### src/rtl/div_pkg.sv
// Shared types, widths and helpers for the iterative restoring divider.
package div_pkg;

    localparam int unsigned DATA_W = 32;
    localparam int unsigned CNT_W  = $clog2(DATA_W) + 1;

    typedef enum logic [1:0] {
        IDLE = 2'd0,
        BUSY = 2'd1,
        DONE = 2'd2
    } state_t;

    // Finished result as presented to the consumer
    typedef struct packed {
        logic [DATA_W-1:0] s;
        logic [DATA_W-1:0] r;
    } div_rsp_t;

    // Two's-complement negate when neg is set, pass through otherwise
    function automatic logic [DATA_W-1:0] cond_neg(input logic [DATA_W-1:0] v,
                                                   input logic              neg);
        cond_neg = neg ? (~v + DATA_W'(1)) : v;
    endfunction

endpackage

### src/rtl/div_if.sv
// Operand/result handshake bundle between the execute stage and the divider.
interface div_if;
    import div_pkg::*;

    logic              in_valid;
    logic              in_ready;
    logic              div_signed;
    logic [DATA_W-1:0] x;
    logic [DATA_W-1:0] y;
    logic              cancel;
    logic              out_valid;
    logic              out_ready;
    logic [DATA_W-1:0] s;
    logic [DATA_W-1:0] r;

    modport master (
        output in_valid, div_signed, x, y, cancel, out_ready,
        input  in_ready, out_valid, s, r
    );

    modport slave (
        input  in_valid, div_signed, x, y, cancel, out_ready,
        output in_ready, out_valid, s, r
    );

endinterface

### src/rtl/div_step.sv
// One restoring-division iteration: shift in a dividend bit, trial-subtract the divisor.
module div_step #(
    parameter int unsigned W = div_pkg::DATA_W
) (
    input  logic [W-1:0] i_rem,
    input  logic         i_bit,
    input  logic [W-1:0] i_dvs,
    output logic [W-1:0] o_rem_c,
    output logic         o_q_c
);

    logic [W:0] w_shift;
    logic [W:0] w_diff;

    // Partial remainder is W+1 bits wide so the trial difference sign is exact
    always_comb begin
        w_shift = {i_rem, i_bit};
        w_diff  = w_shift - {1'b0, i_dvs};
        o_q_c   = ~w_diff[W];
        o_rem_c = o_q_c ? w_diff[W-1:0] : w_shift[W-1:0];
    end

endmodule

### src/rtl/div.sv
// Iterative radix-2 restoring divider (DIV/DIVU) with sign correction and cancel.
module div
    import div_pkg::*;
(
    input  logic div_clk,
    input  logic reset,
    div_if.slave bus
);

    state_t             r_state;
    state_t             w_state_nxt;

    logic               r_in_ready;
    logic               r_out_valid;
    logic               w_in_ready_nxt;
    logic               w_out_valid_nxt;

    logic               w_accept;
    logic               w_step_en;
    logic               w_finish;

    logic [DATA_W-1:0]  r_dvd;
    logic [DATA_W-1:0]  r_dvs;
    logic [DATA_W-1:0]  r_rem;
    logic [CNT_W-1:0]   r_cnt;
    logic               r_qsign;
    logic               r_rsign;
    div_rsp_t           r_rsp;

    logic [DATA_W-1:0]  w_rem_nxt;
    logic               w_qbit;
    logic               w_x_neg;
    logic               w_y_neg;
    logic               w_iter_done;

    assign w_x_neg     = bus.div_signed & bus.x[DATA_W-1];
    assign w_y_neg     = bus.div_signed & bus.y[DATA_W-1];
    assign w_iter_done = (r_cnt == CNT_W'(DATA_W));

    div_step #(.W(DATA_W)) u_step (
        .i_rem   (r_rem),
        .i_bit   (r_dvd[DATA_W-1]),
        .i_dvs   (r_dvs),
        .o_rem_c (w_rem_nxt),
        .o_q_c   (w_qbit)
    );

    // State register
    always_ff @(posedge div_clk or posedge reset) begin
        if (reset) begin
            r_state <= IDLE;
        end else begin
            r_state <= w_state_nxt;
        end
    end

    // Next-state logic; cancel overrides every other transition
    always_comb begin
        w_state_nxt = r_state;
        if (bus.cancel) begin
            w_state_nxt = IDLE;
        end else begin
            case (r_state)
                IDLE:    if (bus.in_valid)  w_state_nxt = BUSY;
                BUSY:    if (w_iter_done)   w_state_nxt = DONE;
                DONE:    if (bus.out_ready) w_state_nxt = IDLE;
                default: w_state_nxt = IDLE;
            endcase
        end
    end

    // Output/control decode; handshake flags track the state being entered
    always_comb begin
        w_accept        = 1'b0;
        w_step_en       = 1'b0;
        w_finish        = 1'b0;
        w_in_ready_nxt  = (w_state_nxt == IDLE);
        w_out_valid_nxt = (w_state_nxt == DONE);
        if (!bus.cancel) begin
            case (r_state)
                IDLE: w_accept = bus.in_valid;
                BUSY: begin
                    w_step_en = ~w_iter_done;
                    w_finish  = w_iter_done;
                end
                default: ;
            endcase
        end
    end

    // Registered handshake outputs
    always_ff @(posedge div_clk or posedge reset) begin
        if (reset) begin
            r_in_ready  <= 1'b1;
            r_out_valid <= 1'b0;
        end else begin
            r_in_ready  <= w_in_ready_nxt;
            r_out_valid <= w_out_valid_nxt;
        end
    end

    // Operand magnitudes, partial remainder and iteration count
    always_ff @(posedge div_clk or posedge reset) begin
        if (reset) begin
            r_dvd   <= '0;
            r_dvs   <= '0;
            r_rem   <= '0;
            r_cnt   <= '0;
            r_qsign <= 1'b0;
            r_rsign <= 1'b0;
        end else if (w_accept) begin
            r_dvd   <= cond_neg(bus.x, w_x_neg);
            r_dvs   <= cond_neg(bus.y, w_y_neg);
            r_rem   <= '0;
            r_cnt   <= '0;
            r_qsign <= w_x_neg ^ w_y_neg;
            r_rsign <= w_x_neg;
        end else if (w_step_en) begin
            r_dvd   <= {r_dvd[DATA_W-2:0], w_qbit};
            r_rem   <= w_rem_nxt;
            r_cnt   <= r_cnt + CNT_W'(1);
        end
    end

    // Sign-corrected result, loaded only on entry to DONE
    always_ff @(posedge div_clk or posedge reset) begin
        if (reset) begin
            r_rsp <= '0;
        end else if (w_finish) begin
            r_rsp.s <= cond_neg(r_dvd, r_qsign);
            r_rsp.r <= cond_neg(r_rem, r_rsign);
        end
    end

    assign bus.in_ready  = r_in_ready;
    assign bus.out_valid = r_out_valid;
    assign bus.s         = r_rsp.s;
    assign bus.r         = r_rsp.r;

endmodule

### src/flat_wrapper.sv
// flat-port wrapper written by rule: the top's interface ports become plain ports
module div_flat import div_pkg::*;
  (div_clk, reset, bus_in_valid, bus_div_signed, bus_x, bus_y, bus_cancel, bus_out_ready, bus_in_ready, bus_out_valid, bus_s, bus_r);
  div_if bus_i ();
  input  logic div_clk;
  input  logic reset;
  input wire logic [$bits(bus_i.in_valid)-1:0] bus_in_valid;
  input wire logic [$bits(bus_i.div_signed)-1:0] bus_div_signed;
  input wire logic [$bits(bus_i.x)-1:0] bus_x;
  input wire logic [$bits(bus_i.y)-1:0] bus_y;
  input wire logic [$bits(bus_i.cancel)-1:0] bus_cancel;
  input wire logic [$bits(bus_i.out_ready)-1:0] bus_out_ready;
  output wire logic [$bits(bus_i.in_ready)-1:0] bus_in_ready;
  output wire logic [$bits(bus_i.out_valid)-1:0] bus_out_valid;
  output wire logic [$bits(bus_i.s)-1:0] bus_s;
  output wire logic [$bits(bus_i.r)-1:0] bus_r;
  assign bus_i.in_valid = bus_in_valid;
  assign bus_i.div_signed = bus_div_signed;
  assign bus_i.x = bus_x;
  assign bus_i.y = bus_y;
  assign bus_i.cancel = bus_cancel;
  assign bus_i.out_ready = bus_out_ready;
  assign bus_in_ready = bus_i.in_ready;
  assign bus_out_valid = bus_i.out_valid;
  assign bus_s = bus_i.s;
  assign bus_r = bus_i.r;
  div u_core (.div_clk(div_clk), .reset(reset), .bus(bus_i));
endmodule
### config.mk
export PLATFORM = sky130hd
export DESIGN_NAME = div_flat
export DESIGN_NICKNAME = d
export VERILOG_FILES = /design/src/rtl/div_pkg.sv /design/src/rtl/div_if.sv /design/src/rtl/div_step.sv /design/src/rtl/div.sv /design/src/flat_wrapper.sv
export SDC_FILE = /design/constraint.sdc
export NUM_CORES = 1
export LEC_CHECK = 0
export ABC_AREA = 1
export BUFFER_PORTS_ARGS = -buffer_cell sky130_fd_sc_hd__buf_2
export CAP_MARGIN = 20
export CORE_MARGIN = 8
export CORE_UTILIZATION = 35
export CTS_CLUSTER_DIAMETER = 100
export CTS_CLUSTER_SIZE = 30
export DETAILED_ROUTE_END_ITERATION = 8
export MAX_ROUTING_LAYER = met4
export SLEW_MARGIN = 20
export SYNTH_ARGS = -nofsm -noshare
export SYNTH_HDL_FRONTEND = slang
export SYNTH_SLANG_ARGS = --single-unit
### constraint.sdc
create_clock -name div_clk -period 4.85 [get_ports div_clk]
set_input_delay 0.2425 -clock div_clk [delete_from_list [all_inputs] [get_ports div_clk]]
set_output_delay 0.2425 -clock div_clk [all_outputs]
set_load 0.02 [all_outputs]
==> impl_results.md <==
- Multi-input logic area: 7460 µm²
- Post-route ant nets: 0
- Pre-Repair DR Iteration Count: 5
- Async set-reset flop share out of synthesis: 1.00
- Critical path startpoint category: flop
- Worst slew pin tran: 1.01 ns
- Critical Path Max Stage Delay: 0.75 ns
- Crit-path leading delay family: buffers and inverters
- Worst vdd ir: 0.000255 V
- Via count: 13000
- Compound-Gate Fraction of Synth Area: 0.101
- Sequential cell area: 4310 µm²
- Slew margin rel.: 0.324
- Max Slew Vio Count: 0
- Syn Inst Count: 2055
- Crit path buf inv count: 4
- Ports: 136
- Initial antenna violation count: 7
- DIE AREA: between 40000 and 50000 µm²
- Dpl ws: 1.93 ns
- Final Core Density: 0.401
- EDFF count, synth: 0
- Setup Fix Bufs, Post-CTS: 0
- RSZ-0062 raised after global routing: false
- # Max-Cap Violations: 0
- Placer's final routability congestion estimate: 0.938
- Post-Syn Area: 13200 µm²
- Worst skew pair latency: 0.45 ns
- Crit path capture type: flop
- Final WL: 41.4 mm
- Setup Skew: between 0.01 and 0.015 ns
- Worst path slowest cell: inv_1
- Largest net degree at the start of global routing: between 100 and 150
- Signal arrival time at the worst endpoint: 3.24 ns
- Initial core utilization: 0.353
- Number of remaining DRC errors: 0
- FF-to-FF setup slack: 1.94 ns
- GRT Overall Usage: 0.192
- Cell Rows: 71
- Post-CTS Hold Buffers: 2
- Cts repair resizes: 0
- Simple-gate share of the synthesized area: 0.384
- PD cells: around 510 nW/µm²
- Largest family of logic cells by synthesized area: simple AND/OR/NAND/NOR gates
- Clock Path Buffers: 2
- Final setup margin: 1.94 ns
- Post-route cell area: 15000 µm²
- Post-synthesis mux area share: 0
- Synth Area in Adders: 0.0375
- Layout cells sized above 1: 0.0998
- Final worst path period share: 0.600
- Post-Synth XOR/XNOR Area: 0.0418
- Initial DRC count: 1074
- Placed Instance Area: between 10000 and 15000 µm²
- Worst EP required: 5.17 ns
- Netlist cell types: 49
- Number of fill cells: about 4100
- Remaining global-route overflow: 0
- Die Width: ~210 µm
- Yosys warning total: 0
- Fin. Hold Viols: 0
- Die height: 210 µm
- H-tree depth: 4
- Static Leak: 8.11 nW
- WL/cell: 15.4 µm
- CTS tree: yes
- Post-synthesis net count: 2164
- Num CTS Buffers: 17
- CP Max Fanout: 37
- Final TNS setup: 0 ns
- Status: finished, final reports clean
- Flops & latches, synth: ~170
- Worst hold path class: in -> reg
- Final Setup Violations: 0
- WS Path Type: reg -> reg
- CP most frequent cell: inv_1
- Sequential fraction of the synthesis area: 0.326
- First-pass GRT wire length: ~66 mm
- Layout Nets: 2270
- Avg Vias per Cell: just under 5
- Fmax: 343 MHz
- Vias in the first global route: 12200
- Layout area overhead: 13.5%
- Core area: between 30000 and 40000 µm²
- Main synth FF type: dfrtp_1
- IO buf count: 135
- Hold Slack: ~0.054 ns
- Worst-path clk slew: 0.07 ns
- Final HPWL DP: 33.3 mm
- Syn Area/Cell: 6.42 µm²
- Root buffer cell: clkbuf_16
- Minimum clock period: just under 3 ns
- Sink Count: 172
- Worst path cell trace: inv_1, ha_1, nand3_1, nand2_1, buf_4, inv_2, nor2_2, inv_1, o22ai_1, o21bai_1
-- per-stage QoR --
step | total power, mW | cells
4_1_cts | 7.63 | 2683
2_1_floorplan | 5.12 | 2055
6_report | 7.65 | 2692
5_1_grt | 8.31 | 2692
3_5_place_dp | 6.18 | 2649
3_3_place_gp | 6.13 | 2649
-- where the power goes --
part	switching, mW	internal, mW	total (mW)
clock network	0.597	0.825	1.42
registers	0.351	1.67	2.03
logic	2.81	1.39	4.20
-- routing by layer --
metal | global-route usage | part of all wire | up-vias
met4 | 0.0428 | 0.012 | 0
li1 | - | - | 6767
met1 | 0.289 | 0.53 | 5880
met2 | 0.267 | 0.41 | 325
met5 | - | 0 | -
met3 | 0.0257 | 0.049 | 25
-- cells in the mapped netlist (2+ instances only) --
cell type,n,area share
o21ai_0,105,0.040
or2_2,6,0.0028
inv_1,303,0.086
nor2_4,2,0.0017
nor3_2,2,0.0015
buf_2,12,0.0045
nand2_4,6,0.0051
o22ai_1,13,0.0062
nor4_1,2,0.00095
o31ai_1,7,0.0040
o221ai_1,20,0.013
xor2_1,54,0.036
a21o_1,2,0.0011
ha_1,38,0.036
dfrtp_1,171,0.32
a31oi_1,14,0.0066
nand2_2,9,0.0043
nor2_2,3,0.0014
nor3_1,21,0.0080
nor2_1,194,0.055
xnor2_1,9,0.0060
nand4_1,28,0.013
nand3b_1,20,0.011
o21bai_1,12,0.0068
nand3_1,224,0.085
clkbuf_1,31,0.0088
buf_4,3,0.0017
nand2_1,657,0.19
o21ai_1,8,0.0030
and2_1,2,0.00095
nand3_2,2,0.0015
o211ai_1,4,0.0023
inv_2,9,0.0026
a21oi_1,39,0.015
buf_1,9,0.0026
-- final timing paths --
kind | from | end | cells past startpoint
max | u_core.r_cnt[0] | u_core.r_dvd[28] | 10
min | bus_cancel | u_core.r_state[1] | 2
max reg2reg | u_core.r_cnt[0] | u_core.r_dvd[28] | 10
min reg2reg | u_core.bus.s[9] | u_core.bus.s[9] | 2
max in group asynchronous | reset | u_core.r_dvs[0] | 4
min in group asynchronous | reset | u_core.bus.s[30] | 3
-- worst reg2reg max path, stage by stage (launching register included) --
cell and delay [ns]:
dfrtp_1 0.35, inv_1 0.08, ha_1 0.19, nand3_1 0.14
nand2_1 0.07, buf_4 0.24, inv_2 0.52, nor2_2 0.07
inv_1 0.75, o22ai_1 0.18, o21bai_1 0.21
-- cell type report --
cell class / count / area share
diodes: 7 / 0.00117
repair buffers: 145 / 0.0523
well taps: 511 / 0.0427
clock buffers: 22 / 0.0303
inverters: 313 / 0.0787
clock inverters: 10 / 0.00927
flip-flops and latches: 172 / 0.287
multi-input cells: 1512 / 0.498
-- kinds of logic after synthesis --
group	after synthesis
buf+inv	371
compound gates	228
simple gates	1182
fa+ha+maj	39
flops	172
xor+xnor	63
-- registers in the layout, summed over array words and instances (netlist names) --
| register | count |
|---|---|
| u_core.bus.s | 32 |
| u_core.r_rsign | 1 |
| u_core.bus.out_valid | 1 |
| u_core.r_qsign | 1 |
| u_core.r_state | 2 |
| u_core.r_dvs | 32 |
| u_core.bus.r | 32 |
| u_core.r_dvd | 32 |
| u_core.bus.in_ready | 1 |
| u_core.r_cnt | 6 |
| u_core.r_rem | 32 |
-- placed cells by master, fill, tap and decap left out, types with 21 or more instances in the layout --
| cell | netlist | routed |
|---|---|---|
| a21oi_1 | 39 | 39 |
| buf_2 | 12 | 135 |
| dfrtp_1 | 171 | 171 |
| ha_1 | 38 | 38 |
| inv_1 | 303 | 302 |
| nand2_1 | 657 | 657 |
| nand3_1 | 224 | 224 |
| nand4_1 | 28 | 28 |
| nor2_1 | 194 | 193 |
| nor3_1 | 21 | 21 |
| o21ai_0 | 105 | 105 |
| xor2_1 | 54 | 54 |
Power figures use the tool's default switching activity.
